$ cat src/rtl/hazard_ctrl_if.sv
// Control bundle between the decode/execute stages and the hazard controller.
// The slave side is the controller; the master side is the pipeline that uses it.
interface hazard_ctrl_if #(
  parameter int PERF_W = 16
);
  logic [4:0]        ID_rs;
  logic [4:0]        ID_rt;
  logic              ID_uses_rs;
  logic              ID_uses_rt;
  logic              ID_jump;
  logic              ID_is_muldiv;
  logic              EX_MemRead;
  logic [4:0]        EX_dst;
  logic              EX_branch_taken;
  logic              PC_write;
  logic              IF_ID_stall;
  logic              IF_ID_flush;
  logic              ID_EX_flush;
  logic              muldiv_busy;
  logic [PERF_W-1:0] stall_cycles;

  modport master (
    output ID_rs, ID_rt, ID_uses_rs, ID_uses_rt, ID_jump, ID_is_muldiv,
           EX_MemRead, EX_dst, EX_branch_taken,
    input  PC_write, IF_ID_stall, IF_ID_flush, ID_EX_flush, muldiv_busy, stall_cycles
  );

  modport slave (
    input  ID_rs, ID_rt, ID_uses_rs, ID_uses_rt, ID_jump, ID_is_muldiv,
           EX_MemRead, EX_dst, EX_branch_taken,
    output PC_write, IF_ID_stall, IF_ID_flush, ID_EX_flush, muldiv_busy, stall_cycles
  );
endinterface

$ cat src/rtl/hazard_ctrl.sv
// Pipeline hazard controller: load-use stalls, branch/jump flushes, and a
// mul/div occupancy FSM that holds the front end while the unit is busy.
module hazard_ctrl #(
  parameter int MULDIV_CYCLES = 4,
  parameter int CNT_W         = 4,
  parameter int PERF_W        = 16
) (
  input  logic           clk,
  input  logic           reset,
  hazard_ctrl_if.slave   hc
);

  typedef enum logic {RUN, MD_BUSY} state_t;

  localparam logic [CNT_W-1:0]  CNT_LOAD = CNT_W'(MULDIV_CYCLES - 1);
  localparam logic [PERF_W-1:0] PERF_MAX = '1;

  state_t            state, state_nxt;
  logic [CNT_W-1:0]  cnt, cnt_nxt;
  logic [PERF_W-1:0] stall_cnt;
  logic              lu;
  logic              pc_write, if_id_stall, if_id_flush, id_ex_flush, busy;

  assign lu = hc.EX_MemRead && (hc.EX_dst != 5'd0) &&
              ((hc.ID_uses_rs && (hc.ID_rs == hc.EX_dst)) ||
               (hc.ID_uses_rt && (hc.ID_rt == hc.EX_dst)));

  // NOTE: sequential state uses non-blocking assignments so every register
  // samples pre-edge values regardless of process ordering.
  always_ff @(posedge clk or posedge reset) begin
    if (reset) begin
      state <= RUN;
      cnt   <= '0;
    end else begin
      state <= state_nxt;
      cnt   <= cnt_nxt;
    end
  end

  // NOTE: every combinational output gets a default first so no path infers a latch.
  always_comb begin
    state_nxt = state;
    cnt_nxt   = cnt;
    unique case (state)
      RUN: begin
        // A mul/div only issues when nothing of higher priority claims the cycle.
        if (!hc.EX_branch_taken && !lu && !hc.ID_jump && hc.ID_is_muldiv) begin
          state_nxt = MD_BUSY;
          cnt_nxt   = CNT_LOAD;
        end
      end
      MD_BUSY: begin
        cnt_nxt = cnt - CNT_W'(1);
        if (cnt == CNT_W'(1)) state_nxt = RUN;
      end
      default: state_nxt = RUN;
    endcase
  end

  always_comb begin
    pc_write    = 1'b0;
    if_id_stall = 1'b0;
    if_id_flush = 1'b0;
    id_ex_flush = 1'b0;
    busy        = 1'b0;
    if (!reset) begin
      unique case (state)
        RUN: begin
          if (hc.EX_branch_taken) begin
            if_id_flush = 1'b1;
            id_ex_flush = 1'b1;
            pc_write    = 1'b1;
          end else if (lu) begin
            if_id_stall = 1'b1;
            id_ex_flush = 1'b1;
          end else if (hc.ID_jump) begin
            if_id_flush = 1'b1;
            pc_write    = 1'b1;
          end else begin
            pc_write    = 1'b1;
          end
        end
        MD_BUSY: begin
          busy        = 1'b1;
          id_ex_flush = 1'b1;
          // A stray taken branch still redirects fetch; the unit keeps counting.
          if (hc.EX_branch_taken) begin
            if_id_flush = 1'b1;
            pc_write    = 1'b1;
          end else begin
            if_id_stall = 1'b1;
          end
        end
        default: ;
      endcase
    end
  end

  always_ff @(posedge clk or posedge reset) begin
    if (reset)                                stall_cnt <= '0;
    else if (if_id_stall && stall_cnt != PERF_MAX) stall_cnt <= stall_cnt + PERF_W'(1);
  end

  assign hc.PC_write     = pc_write;
  assign hc.IF_ID_stall  = if_id_stall;
  assign hc.IF_ID_flush  = if_id_flush;
  assign hc.ID_EX_flush  = id_ex_flush;
  assign hc.muldiv_busy  = busy;
  assign hc.stall_cycles = stall_cnt;

endmodule

$ cat src/flat_wrapper.sv
// flat-port wrapper written by rule: the top's interface ports become plain ports
module hazard_ctrl_flat 
#(
  parameter int MULDIV_CYCLES = 4,
  parameter int CNT_W         = 4,
  parameter int PERF_W        = 16
)
  (clk, reset, hc_ID_rs, hc_ID_rt, hc_ID_uses_rs, hc_ID_uses_rt, hc_ID_jump, hc_ID_is_muldiv, hc_EX_MemRead, hc_EX_dst, hc_EX_branch_taken, hc_PC_write, hc_IF_ID_stall, hc_IF_ID_flush, hc_ID_EX_flush, hc_muldiv_busy, hc_stall_cycles);
  hazard_ctrl_if #(.PERF_W(PERF_W)) hc_i ();
  input  logic clk;
  input  logic reset;
  input wire logic [$bits(hc_i.ID_rs)-1:0] hc_ID_rs;
  input wire logic [$bits(hc_i.ID_rt)-1:0] hc_ID_rt;
  input wire logic [$bits(hc_i.ID_uses_rs)-1:0] hc_ID_uses_rs;
  input wire logic [$bits(hc_i.ID_uses_rt)-1:0] hc_ID_uses_rt;
  input wire logic [$bits(hc_i.ID_jump)-1:0] hc_ID_jump;
  input wire logic [$bits(hc_i.ID_is_muldiv)-1:0] hc_ID_is_muldiv;
  input wire logic [$bits(hc_i.EX_MemRead)-1:0] hc_EX_MemRead;
  input wire logic [$bits(hc_i.EX_dst)-1:0] hc_EX_dst;
  input wire logic [$bits(hc_i.EX_branch_taken)-1:0] hc_EX_branch_taken;
  output wire logic [$bits(hc_i.PC_write)-1:0] hc_PC_write;
  output wire logic [$bits(hc_i.IF_ID_stall)-1:0] hc_IF_ID_stall;
  output wire logic [$bits(hc_i.IF_ID_flush)-1:0] hc_IF_ID_flush;
  output wire logic [$bits(hc_i.ID_EX_flush)-1:0] hc_ID_EX_flush;
  output wire logic [$bits(hc_i.muldiv_busy)-1:0] hc_muldiv_busy;
  output wire logic [$bits(hc_i.stall_cycles)-1:0] hc_stall_cycles;
  assign hc_i.ID_rs = hc_ID_rs;
  assign hc_i.ID_rt = hc_ID_rt;
  assign hc_i.ID_uses_rs = hc_ID_uses_rs;
  assign hc_i.ID_uses_rt = hc_ID_uses_rt;
  assign hc_i.ID_jump = hc_ID_jump;
  assign hc_i.ID_is_muldiv = hc_ID_is_muldiv;
  assign hc_i.EX_MemRead = hc_EX_MemRead;
  assign hc_i.EX_dst = hc_EX_dst;
  assign hc_i.EX_branch_taken = hc_EX_branch_taken;
  assign hc_PC_write = hc_i.PC_write;
  assign hc_IF_ID_stall = hc_i.IF_ID_stall;
  assign hc_IF_ID_flush = hc_i.IF_ID_flush;
  assign hc_ID_EX_flush = hc_i.ID_EX_flush;
  assign hc_muldiv_busy = hc_i.muldiv_busy;
  assign hc_stall_cycles = hc_i.stall_cycles;
  hazard_ctrl #(.MULDIV_CYCLES(MULDIV_CYCLES), .CNT_W(CNT_W), .PERF_W(PERF_W)) u_core (.clk(clk), .reset(reset), .hc(hc_i));
endmodule
$ cat config.mk
export PLATFORM = sky130hd
export DESIGN_NAME = hazard_ctrl_flat
export DESIGN_NICKNAME = d
export VERILOG_FILES = /design/src/rtl/hazard_ctrl_if.sv /design/src/rtl/hazard_ctrl.sv /design/src/flat_wrapper.sv
export SDC_FILE = /design/constraint.sdc
export NUM_CORES = 1
export LEC_CHECK = 0
export ABC_AREA = 1
export CORE_MARGIN = 3
export CORE_UTILIZATION = 43
export CTS_CLUSTER_DIAMETER = 50
export DETAILED_ROUTE_END_ITERATION = 12
export PLACE_DENSITY_LB_ADDON = 0.08
export SYNTH_ARGS = -nofsm -noshare
export SYNTH_HDL_FRONTEND = slang
export SYNTH_SLANG_ARGS = --single-unit
$ cat constraint.sdc
create_clock -name clk -period 1.6 [get_ports clk]
set_input_delay 0.24 -clock clk [delete_from_list [all_inputs] [get_ports clk]]
set_output_delay 0.24 -clock clk [all_outputs]
set_load 0.01 [all_outputs]
==> flow_results.xml, run 1 <==
<?xml version="1.0" encoding="UTF-8"?>
<metrics>
  <group name="synth">
    <metric name="post_synth_xor_area_fraction" unit="%">7.94</metric>
    <metric name="synth_most_common_cell" unit="">nand2_1</metric>
    <metric name="netlist_instances" unit="">227</metric>
    <metric name="syn_area" unit="µm²">1540</metric>
    <metric name="synth_top_family_by_area" unit="">simple AND/OR/NAND/NOR gates</metric>
    <metric name="post_synth_mux_area_share" unit="%">0</metric>
    <metric name="synth-warning-count" unit="">0</metric>
    <metric name="ffs_w_async_s_r_synth" unit="%">100</metric>
    <metric name="seq_area_frac_synth" unit="%">34.0</metric>
    <metric name="synth_seq_cells" unit="">21</metric>
    <metric name="synth-main-ff-cell" unit="">dfrtp_1</metric>
    <metric name="synth_adder_area_share" unit="%">2.43</metric>
    <metric name="synth_compound_area_share" unit="%">3.16</metric>
    <metric name="post_synth.cell_area_avg" unit="µm²">6.80</metric>
    <metric name="area_contributors_post_synth" unit="">dfrtp_1, nand2_1, nand4_1</metric>
    <metric name="synth_top_area_share" unit="%">34.0</metric>
    <metric name="yosysTopAreaCell" unit="">dfrtp_1</metric>
    <metric name="synth_commonest_cells" unit="">nand2_1, nor2_1, dfrtp_1, inv_1, nand4_1</metric>
    <metric name="post_synthesis_simple_gate_area_fraction" unit="%">44.0</metric>
    <metric name="synth.lib_cells_used.distinct" unit="">24</metric>
    <metric name="net_count_after_synthesis" unit="">253</metric>
    <metric name="number_of_enable_flip_flop_cells_after_synthesis" unit="">0</metric>
  </group>
  <group name="grt">
    <metric name="grt_max_degree" unit="">35</metric>
    <metric name="globalRoute.totalOverflow" unit="">0</metric>
    <metric name="use_met2" unit="%">32.8</metric>
    <metric name="grt.met3_usage" unit="%">2.04</metric>
    <metric name="grt_util_all_layers" unit="%">18.1</metric>
    <metric name="global_route.usage.met1" unit="%">22.4</metric>
    <metric name="antenna_found_initial" unit="">0</metric>
    <metric name="via_count_of_the_first_global_routing_pass" unit="">1434</metric>
    <metric name="global_route_wire_length_before_repair" unit="µm">6200</metric>
    <metric name="grt_most_used_layer" unit="">met2</metric>
  </group>
  <group name="routing">
    <metric name="ant_nets" unit="">0</metric>
    <metric name="vias" unit="">1728</metric>
    <metric name="drt-initial-drc-count" unit="">87</metric>
    <metric name="post_drt_wl_per_cell" unit="µm">12.8</metric>
    <metric name="detailed_route_vias_per_instance" unit="">4.91</metric>
    <metric name="drt_pre_antenna_iters" unit="">4</metric>
    <metric name="wirelength" unit="µm">4510</metric>
    <metric name="post_detailed_route_drc_marker_count" unit="">0</metric>
  </group>
  <group name="clocking">
    <metric name="tritoncts_num_sinks" unit="">21</metric>
    <metric name="number_of_buffers_between_clock_root_and_the_deepest_sink" unit="">2</metric>
    <metric name="worst_setup_hold_path_clk_slew" unit="ns">0.13</metric>
    <metric name="htree_num_levels" unit="">1</metric>
    <metric name="cts_tree" unit="">built</metric>
    <metric name="clock_insertion_delay_at_the_later_pin_of_the_skew_report" unit="ns">0.32</metric>
    <metric name="cts_buffers" unit="">3</metric>
    <metric name="cts_root_buffer" unit="">clkbuf_4</metric>
  </group>
  <group name="sta">
    <metric name="fmaxAchievable" unit="GHz">0.628</metric>
    <metric name="fin_ws" unit="ns">0.00817</metric>
    <metric name="fin_crit_sh" unit="%">99.5</metric>
    <metric name="timing_worst_slew_pin_value" unit="ns">0.421</metric>
    <metric name="report.final.slew_viol_count" unit="">0</metric>
    <metric name="min_period" unit="ns">1.59</metric>
    <metric name="setup_viol_count_final" unit="">0</metric>
    <metric name="grt_setup_unrepaired" unit="">yes</metric>
    <metric name="slew-limit-headroom" unit="%">71.9</metric>
    <metric name="hold_violations" unit="">0</metric>
    <metric name="final_skew" unit="ns">0.00633</metric>
  </group>
  <group name="layout">
    <metric name="diodes" unit="">0</metric>
    <metric name="area_delta_synth_final" unit="%">50.2</metric>
    <metric name="design.final.nets" unit="">333</metric>
    <metric name="layout.cells.non_filler" unit="">352</metric>
    <metric name="post-route-cell-area" unit="µm²">2320</metric>
    <metric name="post-route-util" unit="%">68.4</metric>
    <metric name="drive_gt1_share" unit="%">27.1</metric>
  </group>
  <group name="pwr">
    <metric name="cellInternalPower" unit="W">0.00119</metric>
    <metric name="clock_power_share" unit="%">13.7</metric>
    <metric name="power.total" unit="W">0.00198</metric>
    <metric name="p_leak" unit="nW">1.29</metric>
    <metric name="vdd_ir_drop_max" unit="mV">0.690</metric>
    <metric name="power_frac_comb" unit="%">50.2</metric>
    <metric name="switchingPower" unit="W">0.000788</metric>
    <metric name="sw_frac_of_total" unit="%">39.8</metric>
    <metric name="cell_pwr_density" unit="nW/µm²">854</metric>
    <metric name="pwr-share-seq" unit="%">36.1</metric>
  </group>
  <group name="critical_path">
    <metric name="worstSetupPathType" unit="">reg2reg</metric>
    <metric name="startpoint_type_of_the_worst_setup_path" unit="">flip-flop</metric>
    <metric name="timing.critical_path.fanout_max" unit="">5</metric>
    <metric name="cp_data_arrival_time" unit="ns">1.82</metric>
    <metric name="crit_path_end_kind" unit="">flip-flop</metric>
    <metric name="critical_path_required" unit="ns">1.82</metric>
  </group>
  <group name="floorplanning">
    <metric name="die_width" unit="µm">65.9</metric>
    <metric name="floorplan.initialDensity" unit="%">45.6</metric>
    <metric name="fp.coreArea" unit="µm²">3390</metric>
    <metric name="cell_row_count" unit="">21</metric>
    <metric name="die_footprint" unit="µm²">4350</metric>
    <metric name="pin_count" unit="">44</metric>
    <metric name="die_h" unit="µm">65.9</metric>
  </group>
  <group name="placement">
    <metric name="hpwlAfterDp" unit="µm">2910</metric>
    <metric name="portBuffers" unit="">43</metric>
    <metric name="dpl-instance-area" unit="µm²">2180</metric>
    <metric name="dpl_worst_slack" unit="ns">-0.789</metric>
    <metric name="place.detailed.instances" unit="">333</metric>
    <metric name="finalWeightedCongestion" unit="">0.863</metric>
  </group>
  <group name="status">
    <metric name="status" unit="">finished, final reports clean</metric>
  </group>
  <group name="run">
    <metric name="cap_violations" unit="">0</metric>
  </group>
  <group name="min_path">
    <metric name="worst_hold_path_type" unit="">in2async</metric>
  </group>
</metrics>
-- placed cells by master, fill, tap and decap left out, types with 2 or more instances in the layout --
master,Yosys,final
clkbuf_2,0,3
buf_2,2,12
inv_2,5,7
nand3_2,0,2
dfrtp_2,0,4
inv_1,21,19
nand4_4,1,2
nor2_4,1,2
dlymetal6s2s_1,0,6
nand4_1,19,19
o21ai_1,1,2
nor2_2,1,3
ha_1,3,2
clkdlybuf4s15_1,0,3
xnor2_1,7,7
nor2_1,26,23
nand2_2,2,6
o21ai_0,4,3
nand3_1,14,13
nand2_1,85,81
dlygate4sd2_1,0,6
buf_4,1,31
xor2_1,7,7
dfrtp_1,21,17
buf_6,1,2
clkdlybuf4s50_1,0,12
clkbuf_4,0,3
-- sequential cells by signal (all words and copies together) (netlist names) --
register,cells
u_core.hc.stall_cycles,16
u_core.cnt,4
u_core.state,1
-- power groups by stage --
stage | Sequential, W | Clock, W | Combinational, W
after floorplan | 0.000774 | 0 | 0.000449
after global placement | 0.000721 | 0 | 0.000931
after detailed placement | 0.000723 | 0 | 0.000943
after CTS | 0.000707 | 0.000277 | 0.000939
after global routing | 0.000736 | 0.000307 | 0.00110
final | 0.000715 | 0.000272 | 0.000995
-- layer usage --
metal,vias to the layer above,part of all wire [%]
met5,-,0
met4,0,2.0
met3,11,3.2
met2,47,49
met1,781,46
li1,889,-
-- stage by stage --
stage          hold slack, ns  setup TNS, ns
2_1_floorplan           0.390              0
3_3_place_gp            0.477          -9.93
3_5_place_dp            0.486         -10.12
4_1_cts                 0.453        -0.0332
5_1_grt                 0.529          -1.17
6_report                0.478              0
-- logic make-up (layout without fill, tap and decap cells) --
| kind of cell | Yosys count | in the layout |
|---|---|---|
| flops | 21 | 21 |
| buf+inv | 31 | 108 |
| fa+ha+maj | 3 | 3 |
| xor+xnor | 14 | 14 |
| compound gates | 7 | 7 |
| simple gates | 151 | 153 |
-- path summary, 6_finish.rpt --
check	start	to	slack (ns)	depth (start not counted)
worst max register to register	u_core.hc.stall_cycles[0]$_DFFE_PP0P_	u_core.hc.stall_cycles[12]$_DFFE_PP0P_	0.008	9
worst min-delay path	reset	u_core.hc.stall_cycles[13]$_DFFE_PP0P_	0.48	3
max in group asynchronous	reset	u_core.cnt[2]$_DFFE_PP0P_	0.69	4
worst min register to register	u_core.cnt[3]$_DFFE_PP0P_	u_core.cnt[3]$_DFFE_PP0P_	0.51	1
min in group clk	u_core.cnt[3]$_DFFE_PP0P_	u_core.cnt[3]$_DFFE_PP0P_	0.51	1
worst max-delay path	u_core.hc.stall_cycles[0]$_DFFE_PP0P_	u_core.hc.stall_cycles[12]$_DFFE_PP0P_	0.008	9
-- cell type report --
| class | count | area [µm²] |
|---|---|---|
| fillers | 283 | 1070 |
| multi-input cells | 177 | 950 |
| repair buffers | 77 | 653 |
| flip-flops and latches | 21 | 531 |
| inverters | 27 | 101 |
| well taps | 46 | 57.6 |
| clock buffers | 3 | 22.5 |
| clock inverters | 1 | 5.00 |
-- critical path, cell delays in order (launching register included) --
cell       delay (ns)
dfrtp_2          0.38
ha_2             0.18
nand2_2          0.07
nor2_4           0.13
nand2_2          0.08
nor2_4           0.14
nand3_4          0.17
clkbuf_16        0.21
nand4_1          0.09
nand2_1          0.05
-- repair_timing --
action,4_1_cts,5_1_grt
cloned,0,3
pin swaps,23,18
resized for setup,73,24
hold buffers,0,0
buffers inserted,5,7
endpoints found under the setup margin,26,31
No activity file was read; power rests on OpenSTA's default activity.
==> run 2: changes to the inputs <==
--- a/config.mk
+++ b/config.mk
@@ -6,7 +6,7 @@
 export NUM_CORES = 1
 export LEC_CHECK = 0
 export ABC_AREA = 1
-export CORE_MARGIN = 3
+export CORE_MARGIN = 10
 export CORE_UTILIZATION = 43
 export CTS_CLUSTER_DIAMETER = 50
 export DETAILED_ROUTE_END_ITERATION = 12
==> run 2 against run 1 <==
Final cell count shrank 1.1%. Sequential cell count unchanged. Hold slack got worse by 0.037 ns. Die area grew 47%. Count of clock-buffer cells in the layout unchanged. Clock skew about the same. Wire length down 1.8%. Register-to-register slack gained 0.10 ns. Non-clock buffer count down 3. Critical endpoint is now hc_IF_ID_stall.
==> flow_results.xml, run 2 (same netlist as run 1, synthesis figures left out) <==
<?xml version="1.0" encoding="UTF-8"?>
<metrics>
  <group name="run">
    <metric name="cap_violations" unit="">0</metric>
  </group>
  <group name="pwr">
    <metric name="sw_frac_of_total" unit="%">38.8</metric>
    <metric name="p_leak" unit="nW">1.22</metric>
    <metric name="vdd_ir_drop_max" unit="mV">0.632</metric>
    <metric name="pwr-share-seq" unit="%">36.5</metric>
    <metric name="clock_power_share" unit="%">13.1</metric>
    <metric name="cell_pwr_density" unit="nW/µm²">877</metric>
    <metric name="power_frac_comb" unit="%">50.4</metric>
    <metric name="cellInternalPower" unit="W">0.00124</metric>
    <metric name="switchingPower" unit="W">0.000788</metric>
  </group>
  <group name="critical_path">
    <metric name="worstSetupPathType" unit="">in2out</metric>
    <metric name="crit_path_end_kind" unit="">output port</metric>
    <metric name="startpoint_type_of_the_worst_setup_path" unit="">input pin</metric>
    <metric name="worst_setup_startpoint" unit="">hc_EX_dst[4]</metric>
    <metric name="critical_path_required" unit="ns">1.36</metric>
    <metric name="worstRegToRegCells" unit="">8</metric>
    <metric name="worstReg2RegStart" unit="">u_core.hc.stall_cycles[1]$_DFFE_PP0P_</metric>
    <metric name="setup.reg_to_reg.worst_slack" unit="ns">0.11</metric>
    <metric name="critPathCapture" unit="">hc_IF_ID_stall</metric>
    <metric name="timing.critical_path.fanout_max" unit="">4</metric>
    <metric name="regToRegEndpoint" unit="">u_core.hc.stall_cycles[15]$_DFFE_PP0P_</metric>
    <metric name="cp_data_arrival_time" unit="ns">1.34</metric>
  </group>
  <group name="grt">
    <metric name="grt_max_degree" unit="">39</metric>
    <metric name="global_route_wire_length_before_repair" unit="µm">7010</metric>
    <metric name="grt_util_all_layers" unit="%">13.1</metric>
    <metric name="globalRoute.totalOverflow" unit="">0</metric>
    <metric name="via_count_of_the_first_global_routing_pass" unit="">1593</metric>
    <metric name="antenna_found_initial" unit="">0</metric>
  </group>
  <group name="floorplanning">
    <metric name="pin_count" unit="">44</metric>
    <metric name="die_h" unit="µm">79.9</metric>
    <metric name="die_footprint" unit="µm²">6390</metric>
    <metric name="fp.coreArea" unit="µm²">3420</metric>
    <metric name="floorplan.initialDensity" unit="%">45.2</metric>
    <metric name="die_width" unit="µm">79.9</metric>
    <metric name="cell_row_count" unit="">21</metric>
  </group>
  <group name="placement">
    <metric name="hpwlAfterDp" unit="µm">3140</metric>
    <metric name="finalWeightedCongestion" unit="">0.821</metric>
    <metric name="portBuffers" unit="">43</metric>
  </group>
  <group name="clocking">
    <metric name="cts_buffers" unit="">3</metric>
    <metric name="cts_root_buffer" unit="">clkbuf_4</metric>
    <metric name="cts_hold_repair.buffers" unit="">0</metric>
    <metric name="cts_tree" unit="">built</metric>
    <metric name="clock_insertion_delay_at_the_later_pin_of_the_skew_report" unit="ns">0.31</metric>
    <metric name="number_of_buffers_between_clock_root_and_the_deepest_sink" unit="">2</metric>
    <metric name="tritoncts_num_sinks" unit="">21</metric>
    <metric name="worst_setup_hold_path_clk_slew" unit="ns">0.13</metric>
    <metric name="htree_num_levels" unit="">1</metric>
  </group>
  <group name="layout">
    <metric name="largest_reg_flops" unit="">16</metric>
    <metric name="post-route-util" unit="%">67.8</metric>
    <metric name="mostFrequentLayoutCell" unit="">nand2_1</metric>
    <metric name="diodes" unit="">0</metric>
    <metric name="layout.cells.most_common_list" unit="">nand2_1, buf_4, nor2_1</metric>
    <metric name="drive_gt1_share" unit="%">28.8</metric>
    <metric name="area_delta_synth_final" unit="%">50.0</metric>
    <metric name="design.final.nets" unit="">329</metric>
  </group>
  <group name="sta">
    <metric name="slew-limit-headroom" unit="%">77.3</metric>
    <metric name="min_period" unit="ns">1.58</metric>
    <metric name="hold_violations" unit="">0</metric>
    <metric name="setup_viol_count_final" unit="">0</metric>
    <metric name="fmaxAchievable" unit="GHz">0.634</metric>
    <metric name="final_skew" unit="ns">0.00648</metric>
    <metric name="totalNegativeSetupSlack" unit="ns">0</metric>
    <metric name="fin_crit_sh" unit="%">98.6</metric>
    <metric name="report.final.slew_viol_count" unit="">0</metric>
    <metric name="timing_worst_slew_pin_value" unit="ns">0.341</metric>
    <metric name="grt_setup_unrepaired" unit="">yes</metric>
  </group>
  <group name="routing">
    <metric name="detailed_route_vias_per_instance" unit="">4.90</metric>
    <metric name="post_detailed_route_drc_marker_count" unit="">0</metric>
    <metric name="vias" unit="">1704</metric>
    <metric name="drt_pre_antenna_iters" unit="">4</metric>
    <metric name="drt-initial-drc-count" unit="">73</metric>
    <metric name="post_drt_wl_per_cell" unit="µm">12.7</metric>
    <metric name="wirelength" unit="µm">4430</metric>
    <metric name="ant_nets" unit="">0</metric>
  </group>
  <group name="min_path">
    <metric name="worst_hold_path_type" unit="">in2async</metric>
  </group>
  <group name="status">
    <metric name="status" unit="">finished, final reports clean</metric>
  </group>
</metrics>
[run 2: cell types whose count changed in the layout (fill, tap and decap cells not counted), sizes merged]
cell | previous run | this run
clkdlybuf4s15 | 3 | 1
clkdlybuf4s50 | 12 | 15
clkbuf | 7 | 4
buf | 46 | 49
nand3 | 16 | 15
dlymetal6s2s | 6 | 4
dlygate4sd2 | 6 | 4
[run 2: per-stage QoR]
step,worst slack [ns],hold slack [ns],area [µm²],std cells,total power [W]
finish,0.0227,0.441,2320,348,0.00203
global route,-0.103,0.473,2320,348,0.00221
CTS,-0.0192,0.475,2150,341,0.00193
detailed placement,-0.787,0.485,2130,329,0.00166
global placement,-0.768,0.477,2130,329,0.00164
floorplan,0.000644,0.390,1550,227,0.00122
[run 2: worst min path at each step]
| stage | start | endpoint | slack [ns] | depth (start not counted) |
|---|---|---|---|---|
| final | reset | u_core.state$_DFF_PP0_ | 0.44 | 3 |
| after CTS | reset | u_core.state$_DFF_PP0_ | 0.48 | 3 |
| after floorplan | reset | u_core.cnt[0]$_DFFE_PP0P_ | 0.39 | 2 |
| after global routing | reset | u_core.state$_DFF_PP0_ | 0.47 | 3 |
| after global placement | u_core.cnt[3]$_DFFE_PP0P_ | u_core.cnt[3]$_DFFE_PP0P_ | 0.48 | 1 |
| after detailed placement | u_core.cnt[1]$_DFFE_PP0P_ | u_core.cnt[1]$_DFFE_PP0P_ | 0.48 | 1 |
[run 2: critical path, cell delays in order]
cell	delay (ns)
buf_4	0.10
inv_2	0.04
nand2_1	0.05
nand2_1	0.06
nor2_2	0.07
nand3_1	0.07
nand2_1	0.09
nand2_2	0.08
a21oi_4	0.17
buf_6	0.12
inv_2	0.03
nor2_2	0.08
buf_2	0.14
[run 2: routing by layer]
metal / GRT usage (%) / share of wire, %
met4: 3.52 / 0.45
met2: 22.6 / 48
met1: 15.5 / 45
met5: 0 / 0
met3: 3.60 / 5.9
[run 2: power by group through the flow]
stage | combinational (W) | sequential, W | clock (W)
finish | 0.00102 | 0.000741 | 0.000266
global route | 0.00116 | 0.000762 | 0.000289
CTS | 0.000932 | 0.000726 | 0.000275
detailed placement | 0.000923 | 0.000733 | 0
global placement | 0.000912 | 0.000731 | 0
floorplan | 0.000449 | 0.000774 | 0
[run 2: area by class of cell]
| type | count | area [µm²] |
|---|---|---|
| Fill cell | 319 | 1100 |
| Multi-Input combinational cell | 176 | 945 |
| Timing Repair Buffer | 74 | 643 |
| Sequential cell | 21 | 537 |
| Inverter | 27 | 106 |
| Tap cell | 46 | 57.6 |
| Clock buffer | 3 | 22.5 |
| Clock inverter | 1 | 5.00 |
[run 2: repair_timing]
item	in CTS	in global routing
buffers inserted	8	6
pin swaps	20	19
cloned	0	1
setup endpoints to repair	27	31
resized for setup	91	33
